$ cat src/rtl/ieee754_div.sv
// Iterative single-precision IEEE754 divider: one quotient bit per clock, denormals flushed to zero.
// Build option IEEE754_DIV_ROUND_EN selects round-to-nearest-even; the default build truncates.
module ieee754_div (
   input  logic        clk,
   input  logic        rst_n,
   input  logic        start,
   input  logic [31:0] src_a,
   input  logic [31:0] src_b,
   output logic        busy,
   output logic        done,
   output logic [31:0] dest,
   output logic        flag_dz,
   output logic        flag_inv
);

   typedef enum logic [1:0] {S_IDLE, S_DIV, S_PACK} state_t;

   localparam logic [31:0] QNAN = 32'h7FBF_FFFF;

   state_t             state_q, state_d;
   logic               busy_q, busy_d, done_q, done_d;
   logic               dz_q, dz_d, inv_q, inv_d;
   logic [31:0]        dest_q, dest_d;
   logic [4:0]         cnt_q, cnt_d;
   logic [24:0]        r_q, r_d;
   logic [25:0]        q_q, q_d;
   logic [23:0]        mb_q, mb_d;
   logic               sign_q, sign_d;
   logic signed [9:0]  e0_q, e0_d;
   logic               spec_q, spec_d, spec_dz_q, spec_dz_d, spec_inv_q, spec_inv_d;
   logic [31:0]        spec_res_q, spec_res_d;

   logic [7:0]  ea, eb;
   logic        sign_in, a_zero, b_zero, a_inf, b_inf, a_nan, b_nan;
   logic        is_spec, new_dz, new_inv;
   logic [31:0] new_res;

   assign ea      = src_a[30:23];
   assign eb      = src_b[30:23];
   assign sign_in = src_a[31] ^ src_b[31];
   // A zero exponent field is zero regardless of mantissa: denormals are flushed.
   assign a_zero  = (ea == 8'h00);
   assign b_zero  = (eb == 8'h00);
   assign a_inf   = (ea == 8'hFF) && (src_a[22:0] == 23'd0);
   assign b_inf   = (eb == 8'hFF) && (src_b[22:0] == 23'd0);
   assign a_nan   = (ea == 8'hFF) && (src_a[22:0] != 23'd0);
   assign b_nan   = (eb == 8'hFF) && (src_b[22:0] != 23'd0);

   // NOTE: every signal gets a default before the if/case chain so no path leaves it unassigned (no latch).
   always_comb begin
      is_spec = 1'b1;
      new_res = QNAN;
      new_dz  = 1'b0;
      new_inv = 1'b0;
      if (a_nan || b_nan || (a_zero && b_zero) || (a_inf && b_inf)) begin
         new_inv = 1'b1;
      end else if (a_inf) begin
         new_res = {sign_in, 8'hFF, 23'd0};
      end else if (b_inf) begin
         new_res = {sign_in, 31'd0};
      end else if (b_zero) begin
         new_res = {sign_in, 8'hFF, 23'd0};
         new_dz  = 1'b1;
      end else if (a_zero) begin
         new_res = {sign_in, 31'd0};
      end else begin
         is_spec = 1'b0;
      end
   end

   logic [22:0]       mant_t, mant_f;
   logic [23:0]       mant_r;
   logic signed [9:0] e_t, e_r;
   logic              round_inc;
   logic [31:0]       pack_res;
`ifdef IEEE754_DIV_ROUND_EN
   logic              guard, sticky;
`endif

   always_comb begin
      if (q_q[25]) begin
         mant_t = q_q[24:2];
         e_t    = e0_q;
      end else begin
         mant_t = q_q[23:1];
         e_t    = e0_q - 10'sd1;
      end
`ifdef IEEE754_DIV_ROUND_EN
      guard     = q_q[25] ? q_q[1] : q_q[0];
      sticky    = (q_q[25] & q_q[0]) | (|r_q);
      round_inc = guard & (sticky | mant_t[0]);
`else
      round_inc = 1'b0;
`endif
      mant_r = {1'b0, mant_t} + {23'd0, round_inc};
      e_r    = e_t;
      mant_f = mant_r[22:0];
      if (mant_r[23]) begin
         e_r    = e_t + 10'sd1;
         mant_f = 23'd0;
      end
      if (e_r >= 10'sd255)     pack_res = {sign_q, 8'hFF, 23'd0};
      else if (e_r <= 10'sd0)  pack_res = {sign_q, 31'd0};
      else                     pack_res = {sign_q, e_r[7:0], mant_f};
   end

   always_comb begin
      state_d    = state_q;
      busy_d     = busy_q;
      done_d     = 1'b0;
      dz_d       = dz_q;
      inv_d      = inv_q;
      dest_d     = dest_q;
      cnt_d      = cnt_q;
      r_d        = r_q;
      q_d        = q_q;
      mb_d       = mb_q;
      sign_d     = sign_q;
      e0_d       = e0_q;
      spec_d     = spec_q;
      spec_dz_d  = spec_dz_q;
      spec_inv_d = spec_inv_q;
      spec_res_d = spec_res_q;
      case (state_q)
         S_IDLE: if (start) begin
            busy_d     = 1'b1;
            dz_d       = 1'b0;
            inv_d      = 1'b0;
            sign_d     = sign_in;
            mb_d       = {1'b1, src_b[22:0]};
            r_d        = {2'b01, src_a[22:0]};
            q_d        = 26'd0;
            cnt_d      = 5'd25;
            e0_d       = $signed({2'b00, ea}) - $signed({2'b00, eb}) + 10'sd127;
            spec_d     = is_spec;
            spec_res_d = new_res;
            spec_dz_d  = new_dz;
            spec_inv_d = new_inv;
            state_d    = is_spec ? S_PACK : S_DIV;
         end
         S_DIV: begin
            if (r_q >= {1'b0, mb_q}) begin
               q_d = {q_q[24:0], 1'b1};
               r_d = (r_q - {1'b0, mb_q}) << 1;
            end else begin
               q_d = {q_q[24:0], 1'b0};
               r_d = r_q << 1;
            end
            cnt_d = cnt_q - 5'd1;
            if (cnt_q == 5'd0) state_d = S_PACK;
         end
         S_PACK: begin
            dest_d  = spec_q ? spec_res_q : pack_res;
            dz_d    = spec_q & spec_dz_q;
            inv_d   = spec_q & spec_inv_q;
            done_d  = 1'b1;
            busy_d  = 1'b0;
            state_d = S_IDLE;
         end
         default: begin
            busy_d  = 1'b0;
            state_d = S_IDLE;
         end
      endcase
   end

   // NOTE: non-blocking assignments so every flop samples the pre-edge value of every other flop.
   always_ff @(posedge clk or negedge rst_n) begin
      if (!rst_n) begin
         state_q    <= S_IDLE;
         busy_q     <= 1'b0;
         done_q     <= 1'b0;
         dz_q       <= 1'b0;
         inv_q      <= 1'b0;
         dest_q     <= 32'd0;
         cnt_q      <= 5'd0;
         r_q        <= 25'd0;
         q_q        <= 26'd0;
         mb_q       <= 24'd0;
         sign_q     <= 1'b0;
         e0_q       <= 10'sd0;
         spec_q     <= 1'b0;
         spec_dz_q  <= 1'b0;
         spec_inv_q <= 1'b0;
         spec_res_q <= 32'd0;
      end else begin
         state_q    <= state_d;
         busy_q     <= busy_d;
         done_q     <= done_d;
         dz_q       <= dz_d;
         inv_q      <= inv_d;
         dest_q     <= dest_d;
         cnt_q      <= cnt_d;
         r_q        <= r_d;
         q_q        <= q_d;
         mb_q       <= mb_d;
         sign_q     <= sign_d;
         e0_q       <= e0_d;
         spec_q     <= spec_d;
         spec_dz_q  <= spec_dz_d;
         spec_inv_q <= spec_inv_d;
         spec_res_q <= spec_res_d;
      end
   end

   assign busy     = busy_q;
   assign done     = done_q;
   assign dest     = dest_q;
   assign flag_dz  = dz_q;
   assign flag_inv = inv_q;

endmodule

$ cat config.mk
export PLATFORM = sky130hd
export DESIGN_NAME = ieee754_div
export DESIGN_NICKNAME = d
export VERILOG_FILES = /design/src/rtl/ieee754_div.sv
export SDC_FILE = /design/constraint.sdc
export NUM_CORES = 1
export LEC_CHECK = 0
export BUFFER_PORTS_ARGS = -buffer_cell sky130_fd_sc_hd__buf_2
export CORE_MARGIN = 1.5
export CORE_UTILIZATION = 60
export CTS_BUF_LIST = sky130_fd_sc_hd__clkbuf_2
export CTS_CLUSTER_SIZE = 10
export DETAILED_ROUTE_END_ITERATION = 16
export PLACE_DENSITY = 0.88
export SYNTH_ARGS = -nofsm -noshare
export SYNTH_HDL_FRONTEND = slang
export SYNTH_SLANG_ARGS = --single-unit
$ cat constraint.sdc
create_clock -name clk -period 7 [get_ports clk]
set_input_delay 1.4 -clock clk [delete_from_list [all_inputs] [get_ports clk]]
set_output_delay 1.4 -clock clk [all_outputs]
set_load 0.02 [all_outputs]
# [Word level (Yosys, flattened, before mapping)]
# Index checks and enable logic that the tools add are counted.
[op_classes] n_addsub=5 magnitude_cmp=3 n_eq_ne=6 mux=38 bitwise=4 reduce_logical=24
[op_table] op="two-way mux 32 bit" n=6
[op_table] op="two-way mux 31 bit" n=2
[op_table] op="case mux 26 bit (2 select lines)" n=1
[op_table] op="two-way mux 25 bit" n=2
[op_table] op="case mux 25 bit (2 select lines)" n=1
[op_table] op="logical NOT 23 bit" n=2
[op_table] op="nonzero test 23 bit" n=2
[op_table] op="two-way mux 26 bit" n=1
[op_table] op=">= comparator 25 x 24 -> 1 bit" n=1
[op_table] op="subtractor 24 bit" n=1
[op_table] op="two-way mux 23 bit" n=1
[op_table] op="equality test 8 bit, second input constant" n=2
[op_table] op="logical NOT 8 bit" n=2
[op_table] op="two-way mux 1 bit" n=14
[op_table] op="adder 9 x 8 -> 10 bit, second input constant" n=1
[op_table] op=">= comparator 10 x 9 -> 1 bit, second input constant" n=1
[op_table] op="less-or-equal comparator 10 x 1 -> 1 bit, second input constant" n=1
[op_table] op="two-way mux 10 bit" n=1
[op_table] op="case mux 5 bit (2 select lines)" n=1
[op_table] op="AND reduction 2 bit" n=5
[op_table] op="subtractor 10 x 2 -> 10 bit, second input constant" n=1
[op_table] op="subtractor 8 x 8 -> 9 bit" n=1
[op_table] op="logical AND 1 bit" n=6
[op_table] op="two-way mux 2 bit" n=3
[op_table] op="14 further kinds" n=21
[totals] register_bits=164 input_bits=67 out_inout_bits=36 elab_cells=96

# [Longest topological paths before layout]
# Gate-level depths: netlist of the first run.
[logic_depth] ltp_word=9 mapped_depth=13 ltp_nobuf=12

# [Worst setup path before layout of the first run]
# No wires, ideal clock.
[synth_timing] path_kind="in2reg" from="input port src_a[23]" to="register e0_q[9]" setup_time_ns=0.125 arrival_time_ns=3.544 required_ns=6.875 slack_ns=3.332 path_stages=12 path_buffers=0 path_cell_list="inv_1 -> ha_1 -> inv_1 -> fa_1 -> a21o_1 -> a21oi_1 -> nor2b_1 -> o31a_1 -> or3_1 -> nand4_1 -> a21oi_1 -> mux2_2"
[synth_between] elab_chain_cells=2
[synth_rtl] item="start, declared" line_no="7" rtl="input logic [31:0] src_a,"
[synth_rtl] item="subtractor 8 x 8 -> 9 bit" line_no="134" rtl="e0_d = $signed({2'b00, ea}) - $signed({2'b00, eb}) + 10'sd127;"
[synth_rtl] item="adder 9 x 8 -> 10 bit" line_no="134"
[synth_rtl] item="end signal, assigned" line_no="181" rtl="e0_q <= 10'sd0;"
[synth_rtl] item="end signal, assigned" line_no="198" rtl="e0_q <= e0_d;"
[synth_rtl] item="end, declared" line_no="29" rtl="logic signed [9:0] e0_q, e0_d;"
# Every way passes these cells.
# A chain may end at the register's enable or synchronous reset.

# [Final worst setup path of the first run]
[layout_timing] from="register r_q[1]" to="register r_q[11]"
[layout_between] elab_chain_cells=3 word_cells_on_any_way=4 classes_between="1 x add/sub; 1 x order compare; 2 x mux"
[layout_rtl] item="start, declared" line_no="25" rtl="logic [24:0] r_q, r_d;"
[layout_rtl] item="start signal, assigned" line_no="194" rtl="r_q <= r_d;"
[layout_rtl] item="subtractor 24 bit / >= comparator 25 x 24 -> 1 bit (equally long branches)" line_no="144, 142"
[layout_rtl] item="two-way mux 25 bit (*)" line_no="142" rtl="if (r_q >= {1'b0, mb_q}) begin"
[layout_rtl] item="case mux 25 bit (2 select lines) (*)" line_no="124" rtl="case (state_q)"
# Mark *: on every way between the ends. The rest lies on a longest branch, timed or not.

==> reports/results.tsv, run 1 <==
stage	metric	value	unit
worst_setup_path	Worst path max stage delay	0.92	ns
routing	Post-DRT Antenna Nets	0	
synthesis	post-synth top area share	42.55	%
die	die height	118.0	microns
clock_network	worst skew pair latency	0.74	ns
timing	fin worst setup slack	3.598	ns
layout	fillers	1002	
worst_hold_path	Hold Path Origin	mb_q[23]	
routing	DR WL/cell	15.90	microns
global_routing	largest net degree at the start of global routing	76	
synthesis	synth top area cells	dfrtp_1 43%, ha_1 5.7%, mux2i_1 5.4%	
worst_setup_path	CP bufs+invs	0	
synthesis	synthesized net count	959	
clock_network	Max Root-Sink Buffers	2	
layout	layout net count	1041	
die	Initial Util	62.16	%
die	num rows	41	
power	VDD IR max	0.3194	mV
job	Max-cap violations	0	
worst_setup_path	r2r setup slk	3.60	ns
global_routing	vias in the first global route	6419	
global_routing	initial antenna violation count	0	
placement	dpl ws	3.073	ns
synthesis	Post-synth EDFFs	0	
worst_setup_path	Crit path arrival time	3.98	ns
timing	post-route minimum period	3.402	ns
layout	P&R area growth vs syn	10.09	%
synthesis	mapped cell area	0.007940	sq mm
clock_network	htree depth	4	
timing	Fmax	294.0	MHz
timing	setup_tns	0	ns
worst_setup_path	reg2reg end	r_q[11]	
power	total power	4.304	mW
timing	Period Utilization, post-route	48.60	%
synthesis	Warnings, synthesis	0	
timing	Final Max Tran Viols	0	
placement	IO buf count	102	
timing	Fin. Hold Viols	0	
worst_setup_path	Reg2Reg Launch Point	r_q[1]	
global_routing	global-route wire length before repair	30130	microns
synthesis	most frequent cell after synthesis	dfrtp_1	
synthesis	ys async rst share	100.0	%
layout	layout cells sized above 1	17.07	%
clock_network	clock root cell	clkbuf_2	
layout	fin area	0.008741	sq mm
global_routing	grt ovf	0	
clock_network	CTS buffer count	17	
synthesis	most common library cells after synthesis	135 x dfrtp_1, 84 x nand2_1, 75 x o21ai_0	
clock_network	clk sinks	135	
timing	RSZ-0062 raised after global routing	no	
worst_setup_path	crit path max fanout	19	
die	full die area	0.01393	sq mm
routing	Vias/cell	6.046	
clock_network	Gates resized, CTS repair	0	
clock_network	postcts setup bufs	0	
worst_setup_path	worst reg-to-reg path cell count	9	
timing	slew margin rel.	23.13	%
worst_setup_path	Worst setup SP type	register	
worst_setup_path	Top Family by Delay on Critical Path	compound AO/OA/AOI/OAI gates	
synthesis	Syn Area/Cell	9.298	sq um
power	Leak Pwr	4.070	nW
routing	DRC	0	
die	io pins	103	
timing	hold_ws	0.4918	ns
worst_hold_path	Tightest Hold Check Type	reg -> reg	
synthesis	Main synth FF type	dfrtp_1	
routing	1st-pass router iterations	5	
timing	final setup violating endpoints	0	
synthesis	biggest area consumer among synthesized cells	dfrtp_1	
power	pwr/cell area	492.4	mW/mm^2
synthesis	Cell variety after synth	64	
timing	Least-Margin Pin Slew	1.150	ns
worst_setup_path	crit end category	register	
worst_setup_path	Worst path slowest cell	a21o_1	
placement	GPL Wtd Cong	0.9532	
clock_network	CTS tree	done	
worst_setup_path	CP Class	reg -> reg	
outcome	status	complete, no violations	
clock_network	# hold bufs at CTS	0	
routing	via count of the routed design	6784	
worst_setup_path	Worst EP required	7.58	ns
synthesis	FF+latch count, synth	135	
timing	clock skew	0.02980	ns
synthesis	sequential area share after synthesis	42.55	%
synthesis	Post-Synthesis Cells	854	
placement	Final HPWL DP	12880	microns
placement	placed cell area	0.008523	sq mm
routing	Routed WL	17840	microns
die	Die W	118.0	microns
worst_setup_path	crit-path cells	ha_1, nor2b_1, o31ai_1, o21ai_2, nor2_1, o31ai_2, a21o_1, mux2i_1, a21oi_1	
global_routing	Tot GR Track Use	26.65	%
routing	DRT iter0 DRCs	528	
clock_network	clock-pin slew on the worst setup and hold paths	0.22	ns
die	total core area	0.01277	sq mm
worst_hold_path	hold path endpoint	mb_q[23]	
worst_hold_path	Hold Path Depth	2	
-- cell families after synthesis --
family,synth area share (%)
simple gates,14.01
mux,6.130
buf+inv,4.838
fa+ha+maj,6.177
xor+xnor,3.861
flops,42.55
compound gates,22.44
-- how the worst max path moves through the flow --
stage	cells after the start	startpoint	end	slack (ns)
floorplan	12	src_a[23]	e0_q[9]	3.33
global placement	13	src_a[23]	e0_q[9]	3.13
detailed placement	13	src_a[23]	e0_q[9]	3.07
CTS	9	r_q[7]	r_q[11]	3.66
global route	9	r_q[7]	r_q[11]	3.41
finish	9	r_q[1]	r_q[11]	3.60
-- stage by stage --
stage,utilization (%),instances
6_report,68.43,1122
5_1_grt,68.41,1121
4_1_cts,68.41,1121
3_5_place_dp,66.73,1089
3_3_place_gp,66.73,1089
2_1_floorplan,-,854
-- worst reg2reg max path: stages, from the launching register on --
cell	delay (ns)
dfrtp_1	0.46
ha_1	0.33
nor2b_1	0.21
o31ai_1	0.15
o21ai_2	0.21
nor2_1	0.13
o31ai_2	0.42
a21o_1	0.92
mux2i_1	0.31
a21oi_1	0.10
-- layer usage --
metal	track usage, %	part of all wire [%]
met4	7.927	1.4
met2	44.85	49
met3	5.766	4.6
met5	0	0
met1	34.62	45
-- report_power, final --
| part | switching (mW) | total (mW) | internal (mW) | leakage (nW) |
|---|---|---|---|---|
| logic | 1.44 | 2.53 | 1.09 | 2.22 |
| registers | 0.249 | 1.34 | 1.09 | 1.72 |
| clock network | 0.299 | 0.431 | 0.132 | 0.133 |
-- area by class of cell --
type	instances	area, sq um	share of cell area (%)
Clock inverter	14	125.1	1.431
Sequential cell	135	3378	38.65
Antenna cell	1	2.502	0.02863
Inverter	48	180.2	2.061
Clock buffer	18	90.09	1.031
Multi-Input combinational cell	626	4188	47.91
Tap cell	172	215.2	2.462
Timing Repair Buffer	108	561.8	6.427
-- state kept, by name, indices dropped and copies added (netlist names) --
name,flops
spec_dz_q,1
sign_q,1
e0_q,10
state_q,2
spec_inv_q,1
r_q,25
spec_res_q,3
spec_q,1
q_q,26
busy,1
cnt_q,5
flag_inv,1
done,1
flag_dz,1
dest,32
mb_q,24
-- placed cells by master (no fill, tap or decap), drive strengths merged, types with 22 or more instances in the layout --
cell,instances
buf,108
mux2i,43
ha,36
inv,52
nand2,84
o21ai,97
xnor2,22
a21oi,66
a22o,27
nor2,36
dfrtp,135
(Power assumes the default switching activity.)
==> run 2: changes to the inputs <==
--- a/config.mk
+++ b/config.mk
@@ -5,6 +5,7 @@
 export SDC_FILE = /design/constraint.sdc
 export NUM_CORES = 1
 export LEC_CHECK = 0
+export ABC_AREA = 1
 export BUFFER_PORTS_ARGS = -buffer_cell sky130_fd_sc_hd__buf_2
 export CORE_MARGIN = 1.5
 export CORE_UTILIZATION = 60
==> constraint.sdc (replaced) <==
create_clock -name clk -period 3.2 [get_ports clk]
set_input_delay 0.64 -clock clk [delete_from_list [all_inputs] [get_ports clk]]
set_output_delay 0.64 -clock clk [all_outputs]
set_load 0.02 [all_outputs]
==> run 2 against run 1 <==
Effect of this change: critical path depth rose by 3; clock-buffer cell count rose by 1; die area rose by 13%; highest routed layer unchanged; total power rose to 2.6 times the previous value; clock skew rose by 0.00068 ns.
==> reports/results.tsv, run 2 <==
stage	metric	value	unit
worst_setup_path	crit end category	register	
synthesis	Cell variety after synth	46	
clock_network	clk sinks	135	
synthesis	ys async rst share	100.0	%
worst_setup_path	CP Class	reg -> reg	
clock_network	htree depth	4	
synthesis	FF+latch count, synth	135	
worst_setup_path	Worst Setup SP	r_q[20]	
worst_setup_path	Top Family by Delay on Critical Path	compound AO/OA/AOI/OAI gates	
clock_network	clock root cell	clkbuf_2	
power	switching power	5.802	mW
timing	Least-Margin Pin Slew	1.068	ns
timing	setup_tns	0	ns
worst_setup_path	Top cell by count, worst path	nand2_1	
worst_setup_path	Worst setup SP type	register	
worst_setup_path	CP Capture Point	r_q[10]	
timing	RSZ-0062 raised after global routing	no	
layout	layout net count	1467	
global_routing	grt ovf	0	
clock_network	CTS buffer count	17	
layout	most frequent cells in the layout	304 x nand2_1, 184 x inv_1, 144 x nor2_1, 135 x dfrtp_1, 101 x buf_2	
die	io pins	103	
layout	max reg flops	32	
synthesis	synthesized net count	1380	
synthesis	Post-synth EDFFs	0	
routing	Post-DRT Antenna Nets	0	
placement	GPL Wtd Cong	0.9714	
worst_setup_path	crit-path cells	ha_1, a21oi_1, nand2_1, nand2_1, nand2_1, a21oi_2, nand3_4, buf_12, nand2_1, o21ai_1, o21bai_1, inv_1	
placement	dpl ws	0.4977	ns
timing	Fin. Hold Viols	0	
die	total core area	0.01459	sq mm
routing	DR WL/cell	14.48	microns
power	P_int	5.314	mW
layout	fillers	1255	
routing	via count of the routed design	8703	
placement	placed cell area	0.009672	sq mm
layout	layout cells sized above 1	14.55	%
layout	commonest non-fill, non-tap cell in the layout	nand2_1	
job	Max-cap violations	0	
global_routing	initial antenna violation count	1	
power	pwr/cell area	1120	mW/mm^2
worst_setup_path	Worst path max stage delay	0.44	ns
routing	1st-pass router iterations	7	
worst_setup_path	reg2reg end	r_q[10]	
die	num rows	44	
layout	P&R area growth vs syn	10.07	%
die	Initial Util	61.82	%
clock_network	CTS tree	done	
timing	final setup violating endpoints	0	
global_routing	largest net degree at the start of global routing	71	
timing	clock skew	0.03048	ns
clock_network	clock-pin slew on the worst setup and hold paths	0.22	ns
routing	Vias/cell	5.579	
placement	IO buf count	102	
timing	fin worst setup slack	0.7533	ns
timing	Period Utilization, post-route	76.46	%
die	Die W	125.6	microns
power	VDD IR max	0.4000	mV
timing	slew margin rel.	28.82	%
synthesis	biggest area consumer among synthesized cells	dfrtp_1	
power	switching share of power	52.19	%
power	Clk pwr share	9.6	%
worst_setup_path	crit path max fanout	23	
die	die height	125.6	microns
worst_setup_path	worst reg-to-reg path cell count	12	
synthesis	post-synth top area share	37.46	%
power	Leak Pwr	5.091	nW
worst_setup_path	Worst EP required	3.85	ns
clock_network	Max Root-Sink Buffers	2	
synthesis	Warnings, synthesis	0	
synthesis	mapped cell area	0.009019	sq mm
synthesis	Syn Area/Cell	7.073	sq um
global_routing	Tot GR Track Use	30.25	%
outcome	status	complete, no violations	
synthesis	most common library cells after synthesis	304 x nand2_1, 184 x inv_1, 146 x nor2_1	
timing	Final Max Tran Viols	0	
worst_setup_path	Crit path arrival time	3.10	ns
synthesis	Main synth FF type	dfrtp_1	
global_routing	vias in the first global route	8255	
worst_setup_path	Worst path slowest cell	dfrtp_1	
worst_setup_path	CP Depth	12	
placement	Final HPWL DP	16500	microns
power	combinational group share of total power	64.7	%
clock_network	worst skew pair latency	0.75	ns
worst_setup_path	r2r setup slk	0.75	ns
worst_setup_path	CP bufs+invs	2	
layout	fin area	0.009927	sq mm
worst_hold_path	Tightest Hold Check Type	in -> reg	
worst_setup_path	Reg2Reg Launch Point	r_q[20]	
synthesis	Post-Synthesis Cells	1275	
routing	Routed WL	22580	microns
power	Flop pwr share	25.7	%
synthesis	sequential area share after synthesis	37.46	%
timing	Fmax	408.7	MHz
clock_network	Gates resized, CTS repair	0	
synthesis	most frequent cell after synthesis	nand2_1	
synthesis	synth top area cells	dfrtp_1 37%, nand2_1 13%, inv_1 7.7%	
timing	post-route minimum period	2.447	ns
routing	DRT iter0 DRCs	827	
routing	DRC	0	
global_routing	global-route wire length before repair	39030	microns
die	full die area	0.01578	sq mm
## run 2: per-layer routing
layer / vias to the layer above / wire length, microns / GRT usage, %
li1: 4303 / - / -
met1: 4025 / 10110 / 44.01
met2: 329 / 10280 / 46.99
met3: 46 / 1677 / 3.851
met4: 0 / 521 / 10.16
met5: - / 0 / 0
## run 2: power by group through the flow
stage | Combinational (mW) | Sequential (mW) | Clock [mW]
after detailed placement | 7.05 | 2.89 | 0
after global placement | 6.87 | 2.86 | 0
after floorplan | 5.25 | 3.06 | 0
final | 7.19 | 2.86 | 1.06
after global routing | 8.14 | 2.94 | 1.15
after CTS | 7.11 | 2.85 | 1.08
## run 2: area by class of cell
type	count	area, sq um	area share (%)
sequential	135	3378	34.03
inverter	200	750.7	7.562
timing repair buffer	120	679.4	6.844
clock buffer	19	95.09	0.9579
tap	184	230.2	2.319
clock inverter	13	147.6	1.487
multi-input combinational	888	4643	46.77
antenna	1	2.502	0.02521
## run 2: cells by family after synthesis
kind of cell               count (synthesis)  synth area share [%]
DFF                                      135                 37.46
xor gates and xnor gates                  22                 2.136
buffers and inverters                    252                 11.17
AOI/OAI and AO/OA                        210                 13.82
adders and majority gates                 38                 5.438
and+or+nand+nor                          618                 29.98
## run 2: worst min-delay path by stage
| stage | from | to | slack, ns | depth (start not counted) |
|---|---|---|---|---|
| floorplan | rst_n | busy | 0.34 | 0 |
| global placement | mb_q[23] | mb_q[23] | 0.44 | 2 |
| finish | src_b[8] | mb_q[8] | 0.1 | 3 |
| global route | src_b[0] | mb_q[0] | 0.08 | 3 |
| detailed placement | mb_q[23] | mb_q[23] | 0.45 | 2 |
| CTS | src_b[5] | mb_q[5] | 0.06 | 3 |
## run 2: timing repair
| action | CTS | global route |
|---|---|---|
| hold buffers | 1 | 0 |
| setup buffers | 0 | 0 |
| setup endpoints to repair | 0 | 0 |
| endpoints found under the hold margin | 51 | 0 |
## run 2: through the flow
step           instances  hold WS [ns]  util, %  power (mW)
6_report            1560       0.09676    68.04       11.12
5_1_grt             1560       0.08032    68.04       12.23
4_1_cts             1559       0.06339    68.03       11.04
3_5_place_dp        1526        0.4466    66.30       9.946
3_3_place_gp        1526        0.4378    66.30       9.732
2_1_floorplan       1275        0.3444        -       8.319
## run 2: tightest hold or removal path, delay by kind of cell
family / cells / cell delay (ns)
buffers and inverters: 1 / 0.09
AOI/OAI and AO/OA: 1 / 0.06
and+or+nand+nor: 1 / 0.04
